## src/rtl/load_store_unit.sv

```systemverilog
// Byte-addressed load/store unit in front of a word-wide, one-cycle-latency memory.
// Define LSU_MISALIGNED_SPLIT_EN to split word-crossing accesses into two memory transactions.
module load_store_unit (
    input  logic        clk,
    input  logic        reset,
    input  logic        req_valid,
    output logic        req_ready,
    input  logic        req_store,
    input  logic [2:0]  req_funct3,
    input  logic [31:0] req_addr,
    input  logic [31:0] req_wdata,
    output logic        resp_valid,
    output logic [31:0] resp_rdata,
    output logic        resp_err,
    output logic [31:0] mem_raddr,
    output logic [31:0] mem_waddr,
    output logic [31:0] mem_wdata,
    output logic [3:0]  mem_we,
    input  logic [31:0] mem_rdata
);

    localparam logic [2:0] IDLE = 3'd0;
    localparam logic [2:0] ST1  = 3'd1;
    localparam logic [2:0] LD1  = 3'd3;
    localparam logic [2:0] LD1C = 3'd4;
    localparam logic [2:0] RESP = 3'd6;
`ifdef LSU_MISALIGNED_SPLIT_EN
    localparam logic [2:0] ST2  = 3'd2;
    localparam logic [2:0] LD2C = 3'd5;
`endif

    logic [2:0]  state_q, state_d;
    logic [2:0]  funct3_q, funct3_d;
    logic [31:0] addr_q, addr_d;
    logic [31:0] wdata_q, wdata_d;
    logic [31:0] rdata_q, rdata_d;
    logic        err_q, err_d;
    logic [31:0] base_q;
    logic [4:0]  shamt;
`ifdef LSU_MISALIGNED_SPLIT_EN
    logic [31:0] word0_q, word0_d;
    logic [31:0] next_q;
    logic        cross_q;
`else
    logic        req_cross;
`endif

    function automatic logic [3:0] size_mask(input logic [2:0] f3);
        case (f3[1:0])
            2'b00:   size_mask = 4'b0001;
            2'b01:   size_mask = 4'b0011;
            default: size_mask = 4'b1111;
        endcase
    endfunction

    function automatic logic crosses(input logic [1:0] off, input logic [2:0] f3);
        case (f3[1:0])
            2'b00:   crosses = 1'b0;
            2'b01:   crosses = (off == 2'b11);
            default: crosses = (off != 2'b00);
        endcase
    endfunction

    function automatic logic legal(input logic st, input logic [2:0] f3);
        if (st)
            legal = !f3[2] && (f3[1:0] != 2'b11);
        else
            legal = (f3[1:0] != 2'b11) && (f3 != 3'b110);
    endfunction

    function automatic logic [31:0] extend(input logic [2:0] f3, input logic [31:0] raw);
        case (f3)
            3'b000:  extend = {{24{raw[7]}}, raw[7:0]};
            3'b001:  extend = {{16{raw[15]}}, raw[15:0]};
            3'b100:  extend = {24'h000000, raw[7:0]};
            3'b101:  extend = {16'h0000, raw[15:0]};
            default: extend = raw;
        endcase
    endfunction

    assign base_q = {addr_q[31:2], 2'b00};
    assign shamt  = {addr_q[1:0], 3'b000};
`ifdef LSU_MISALIGNED_SPLIT_EN
    assign next_q  = base_q + 32'd4;
    assign cross_q = crosses(addr_q[1:0], funct3_q);
`else
    assign req_cross = crosses(req_addr[1:0], req_funct3);
`endif

    // resp_rdata is only rewritten on the transition into RESP, so it holds between responses
    always_comb begin
        state_d  = state_q;
        funct3_d = funct3_q;
        addr_d   = addr_q;
        wdata_d  = wdata_q;
        rdata_d  = rdata_q;
        err_d    = err_q;
`ifdef LSU_MISALIGNED_SPLIT_EN
        word0_d  = word0_q;
`endif
        case (state_q)
            IDLE: begin
                if (req_valid) begin
                    funct3_d = req_funct3;
                    addr_d   = req_addr;
                    wdata_d  = req_wdata;
                    err_d    = 1'b0;
                    if (!legal(req_store, req_funct3)) begin
                        state_d = RESP;
                        err_d   = 1'b1;
                        rdata_d = '0;
                    end
`ifndef LSU_MISALIGNED_SPLIT_EN
                    else if (req_cross) begin
                        state_d = RESP;
                        err_d   = 1'b1;
                        rdata_d = '0;
                    end
`endif
                    else if (req_store) begin
                        state_d = ST1;
                    end else begin
                        state_d = LD1;
                    end
                end
            end
            ST1: begin
`ifdef LSU_MISALIGNED_SPLIT_EN
                if (cross_q) begin
                    state_d = ST2;
                end else begin
                    state_d = RESP;
                    rdata_d = '0;
                end
`else
                state_d = RESP;
                rdata_d = '0;
`endif
            end
`ifdef LSU_MISALIGNED_SPLIT_EN
            ST2: begin
                state_d = RESP;
                rdata_d = '0;
            end
`endif
            LD1: begin
                state_d = LD1C;
            end
            LD1C: begin
`ifdef LSU_MISALIGNED_SPLIT_EN
                if (cross_q) begin
                    word0_d = mem_rdata;
                    state_d = LD2C;
                end else begin
                    rdata_d = extend(funct3_q, mem_rdata >> shamt);
                    state_d = RESP;
                end
`else
                rdata_d = extend(funct3_q, mem_rdata >> shamt);
                state_d = RESP;
`endif
            end
`ifdef LSU_MISALIGNED_SPLIT_EN
            LD2C: begin
                // Second word sits above the first; shifting the pair aligns byte A to lane 0
                rdata_d = extend(funct3_q, 32'({mem_rdata, word0_q} >> shamt));
                state_d = RESP;
            end
`endif
            RESP: begin
                state_d = IDLE;
            end
            default: begin
                state_d = IDLE;
            end
        endcase
    end

    always_ff @(posedge clk) begin
        if (reset) begin
            state_q  <= IDLE;
            funct3_q <= '0;
            addr_q   <= '0;
            wdata_q  <= '0;
            rdata_q  <= '0;
            err_q    <= 1'b0;
`ifdef LSU_MISALIGNED_SPLIT_EN
            word0_q  <= '0;
`endif
        end else begin
            state_q  <= state_d;
            funct3_q <= funct3_d;
            addr_q   <= addr_d;
            wdata_q  <= wdata_d;
            rdata_q  <= rdata_d;
            err_q    <= err_d;
`ifdef LSU_MISALIGNED_SPLIT_EN
            word0_q  <= word0_d;
`endif
        end
    end

    always_comb begin
        req_ready  = (state_q == IDLE);
        resp_valid = (state_q == RESP);
        resp_err   = (state_q == RESP) && err_q;
        resp_rdata = rdata_q;
        mem_raddr  = '0;
        mem_waddr  = '0;
        mem_wdata  = '0;
        mem_we     = '0;
        case (state_q)
            ST1: begin
                mem_waddr = base_q;
                mem_wdata = wdata_q << shamt;
                mem_we    = size_mask(funct3_q) << addr_q[1:0];
            end
`ifdef LSU_MISALIGNED_SPLIT_EN
            ST2: begin
                // Lanes that overflowed the first word land at the bottom of the next one
                mem_waddr = next_q;
                mem_wdata = wdata_q >> (6'd32 - {1'b0, shamt});
                mem_we    = 4'(({4'b0000, size_mask(funct3_q)} << addr_q[1:0]) >> 4);
            end
`endif
            LD1: begin
                mem_raddr = base_q;
            end
            LD1C: begin
`ifdef LSU_MISALIGNED_SPLIT_EN
                if (cross_q)
                    mem_raddr = next_q;
`endif
            end
            default: begin
            end
        endcase
    end

endmodule

```

## config.mk

```make
export PLATFORM = sky130hd
export DESIGN_NAME = load_store_unit
export DESIGN_NICKNAME = d
export VERILOG_FILES = /design/src/rtl/load_store_unit.sv
export SDC_FILE = /design/constraint.sdc
export NUM_CORES = 1
export LEC_CHECK = 0
export BUFFER_PORTS_ARGS = -buffer_cell sky130_fd_sc_hd__buf_2
export CORE_ASPECT_RATIO = 0.6
export CORE_MARGIN = 10
export CORE_UTILIZATION = 35
export DETAILED_ROUTE_END_ITERATION = 10
export HOLD_SLACK_MARGIN = 0.03
export PLACE_DENSITY = 0.76
export SYNTH_ARGS = -nofsm -noshare
export SYNTH_HDL_FRONTEND = slang
export SYNTH_SLANG_ARGS = --single-unit
```

## constraint.sdc

```tcl
create_clock -name clk -period 1.8 [get_ports clk]
set_input_delay 0.18 -clock clk [delete_from_list [all_inputs] [get_ports clk]]
set_output_delay 0.18 -clock clk [all_outputs]
set_load 0.01 [all_outputs]
```

==> flow_metrics.tcl <==
set metrics [dict create \
    status "finished with violations" \
    violations "setup timing" \
    htree_levels 3 \
    maxSlewViolCount 0 \
    tightestPinTransition_ps 694 \
    final_util_pct 55.6 \
    drt-initial-drc-count 490 \
    hold_viol_final 0 \
    track_usage_pct 18.4 \
    avgSynthCellArea_um2 8.01 \
    netlist.area_leader.share_pct 40.2 \
    p_int_mw 3.98 \
    postRouteAntennaNets 0 \
    clkPwrFrac_pct 33.2 \
    grt_start_max_net_pins 61 \
    finalWirelength_um 21800 \
    die_h_um 114 \
    cts-root-buf "clkbuf_16" \
    reg2reg_to "resp_rdata[16]" \
    reg2reg_slack_ps 20 \
    yosysSeqAreaShare_pct 40.2 \
    clock_latency_ps 350 \
    finClkSkew_ps 10.5 \
    crit_start "state_q[1]" \
    holdPathStages 3 \
    endpoint_kind "output port" \
    synth-main-ff-cell "dfxtp_1" \
    wire_per_inst_um 20.3 \
    power_frac_comb_pct 22.1 \
    synth_seq_cells 103 \
    drt_pass1_iterations 5 \
    ir_drop_v 0.000406 \
    gp_congestion 0.912 \
    post-route-min-period_ps 1950 \
    cp_data_required_time_ps 1620 \
    dp_hpwl_um 14000 \
    rsz0062_at_grt "true" \
    multi_input_area_mm2 0.00331 \
    fillerInstances 1317 \
    finalSetupViolCount 93 \
    clockBufferDepth 2 \
    synth_edf_count 0 \
    ys_types 38 \
    cts_tree "done" \
    postSynthCellCount 640 \
    grt_pass1_vias 5173 \
    numPortBuffers 233 \
    core_area_mm2 0.0144 \
    syn-cell-area_mm2 0.00512 \
    syn_to_final_growth_pct 56.6 \
    slew_headroom_pct 53.7 \
    yosys_warnings 0 \
    placed_cell_area_mm2 0.00659 \
    rows 34 \
    startpoint_type "register" \
    antenna_found_initial 2 \
    start_util_pct 35.5 \
    final_cell_area_mm2 0.00803 \
    routed_via_density 5.23 \
    setup_ws_ps -147 \
    power_frac_seq_pct 44.7 \
    leakage_nw 3.43 \
    cts.sinks 103 \
    final_nets 975 \
    p_total_mw 5.84 \
    vias 5618 \
    power.density_mw_per_mm2 728 \
    hold_buffers 0 \
    ios 238 \
    cts.clk_slew.worst_paths_ps 80 \
    critPathMaxFanout 9 \
    dieArea_mm2 0.0200 \
    antenna_cells 0 \
    r2r_cells 4 \
    grt_pass1_wl_um 29600 \
    netlist_top_cells_area "dfxtp_1 40%, nand2_1 10%, a21oi_1 9.2%" \
    yosys.area.top_type "dfxtp_1" \
    drv_cap 0 \
    p_switching_mw 1.86 \
    fin_crit_sh_pct 108 \
    hold_path_class "input pin to register" \
    r2r-start "addr_q[1]" \
    max_freq_ghz 0.514 \
    p_sw_share_pct 31.8 \
    synthArstFlopShare_pct 0 \
    worstSetupEndpoint "mem_wdata[30]" \
    seq_area_mm2 0.00207 \
    grt_overflow_total 0 \
    timing_worst_setup_path_type "register to output port" \
    drive_gt1_share_pct 47.3 \
    drc 0 \
    crit_arrival_ps 1770 \
    numCtsBuffers 9 \
    dieWidth_um 176 \
]
[layout by cell type, fill, tap and decap left out, drive strengths merged, types with 2 or more instances in the layout]
| master | n |
|---|---|
| clkbuf | 14 |
| mux2i | 32 |
| and2 | 70 |
| conb | 4 |
| inv | 8 |
| nor3b | 4 |
| o21ai | 4 |
| buf | 271 |
| nor2 | 39 |
| nand2 | 136 |
| o211a | 2 |
| mux4 | 2 |
| a221o | 16 |
| o211ai | 2 |
| nor2b | 10 |
| clkinvlp | 2 |
| mux2 | 8 |
| dfxtp | 103 |
| nor3 | 4 |
| a21oi | 94 |
| o2bb2ai | 23 |
| a211oi | 16 |
[what timing repair did]
action                                  CTS  global route
pin swaps                                 1            41
endpoints found under the setup margin   68           163
cloned                                    3             7
buffers inserted                          3             7
gates resized for setup                  34           175
[cell usage after synthesis (2+ instances only)]
master / n
a211oi_1: 16
a21oi_1: 94
a221o_1: 16
and2_1: 70
buf_1: 4
buf_2: 11
buf_4: 5
buf_6: 2
clkbuf_1: 38
dfxtp_1: 103
inv_1: 4
mux2_2: 8
mux2i_1: 32
mux4_2: 2
nand2_1: 136
nor2_1: 38
nor2b_1: 10
nor3_1: 4
nor3b_1: 2
o211ai_1: 2
o21ai_0: 4
o2bb2ai_1: 23
[routing by layer]
layer / routed length [um] / global-route usage [%]
met1: 9350 / 23.3
met2: 9940 / 28.3
met3: 2230 / 8.45
met4: 262 / 3.21
met5: 13 / 0
[power by group through the flow]
stage | registers (mW) | logic, mW | clock network, mW
2_1_floorplan | 2.61 | 0.657 | 0
3_3_place_gp | 2.63 | 1.08 | 0
3_5_place_dp | 2.63 | 1.09 | 0
4_1_cts | 2.59 | 1.15 | 2.00
5_1_grt | 2.63 | 1.41 | 2.10
6_report | 2.61 | 1.29 | 1.94
[worst max-delay path, cell delays in order (launching register included)]
cell and delay (ps):
dfxtp_2 330, buf_6 120, or3_4 410, buf_12 180, a211oi_4 210, buf_2 180
[flip-flops by register name, indices dropped and copies added, names as in the netlist]
| name | count |
|---|---|
| addr_q | 32 |
| err_q | 1 |
| funct3_q | 3 |
| resp_rdata | 32 |
| state_q | 3 |
| wdata_q | 32 |
[cell families (layout without fill, tap and decap cells)]
family / Yosys count / after routing / share of synthesized area [%]
buf+inv: 64 / 296 / 5.62
compound gates: 161 / 162 / 20.3
other cells: 1 / 4 / 0.0732
simple gates: 269 / 270 / 24.9
mux: 42 / 42 / 8.89
flops: 103 / 103 / 40.2
[worst min path at each step]
stage | startpoint | endpoint | slack (ps)
after floorplan | req_wdata[24] | wdata_q[24] | 320
after global placement | req_addr[8] | addr_q[8] | 420
after detailed placement | req_wdata[9] | wdata_q[9] | 430
after CTS | req_wdata[9] | wdata_q[9] | 50
after global routing | req_addr[9] | addr_q[9] | 60
final | req_addr[12] | addr_q[12] | 60
[final cells by class]
type                       instances  share of cell area (%)
inverter                           4                   0.187
multi-input combinational        478                    41.3
timing repair buffer             276                    26.1
clock buffer                       9                    2.81
sequential                       103                    25.8
clock inverter                     7                   0.795
tap                              198                    3.09
[per-stage QoR]
step           setup slack (ps)  cells  hold WS, ps  TNS [ps]
2_1_floorplan              14.0    643          316         0
3_3_place_gp               4.96   1041          420         0
3_5_place_dp              -34.7   1041          426      -269
4_1_cts                    -106   1063         51.9     -3470
5_1_grt                    -208   1075         60.9    -11670
6_report                   -147   1075         61.0     -5450
No activity file was read; power rests on OpenSTA's default activity.
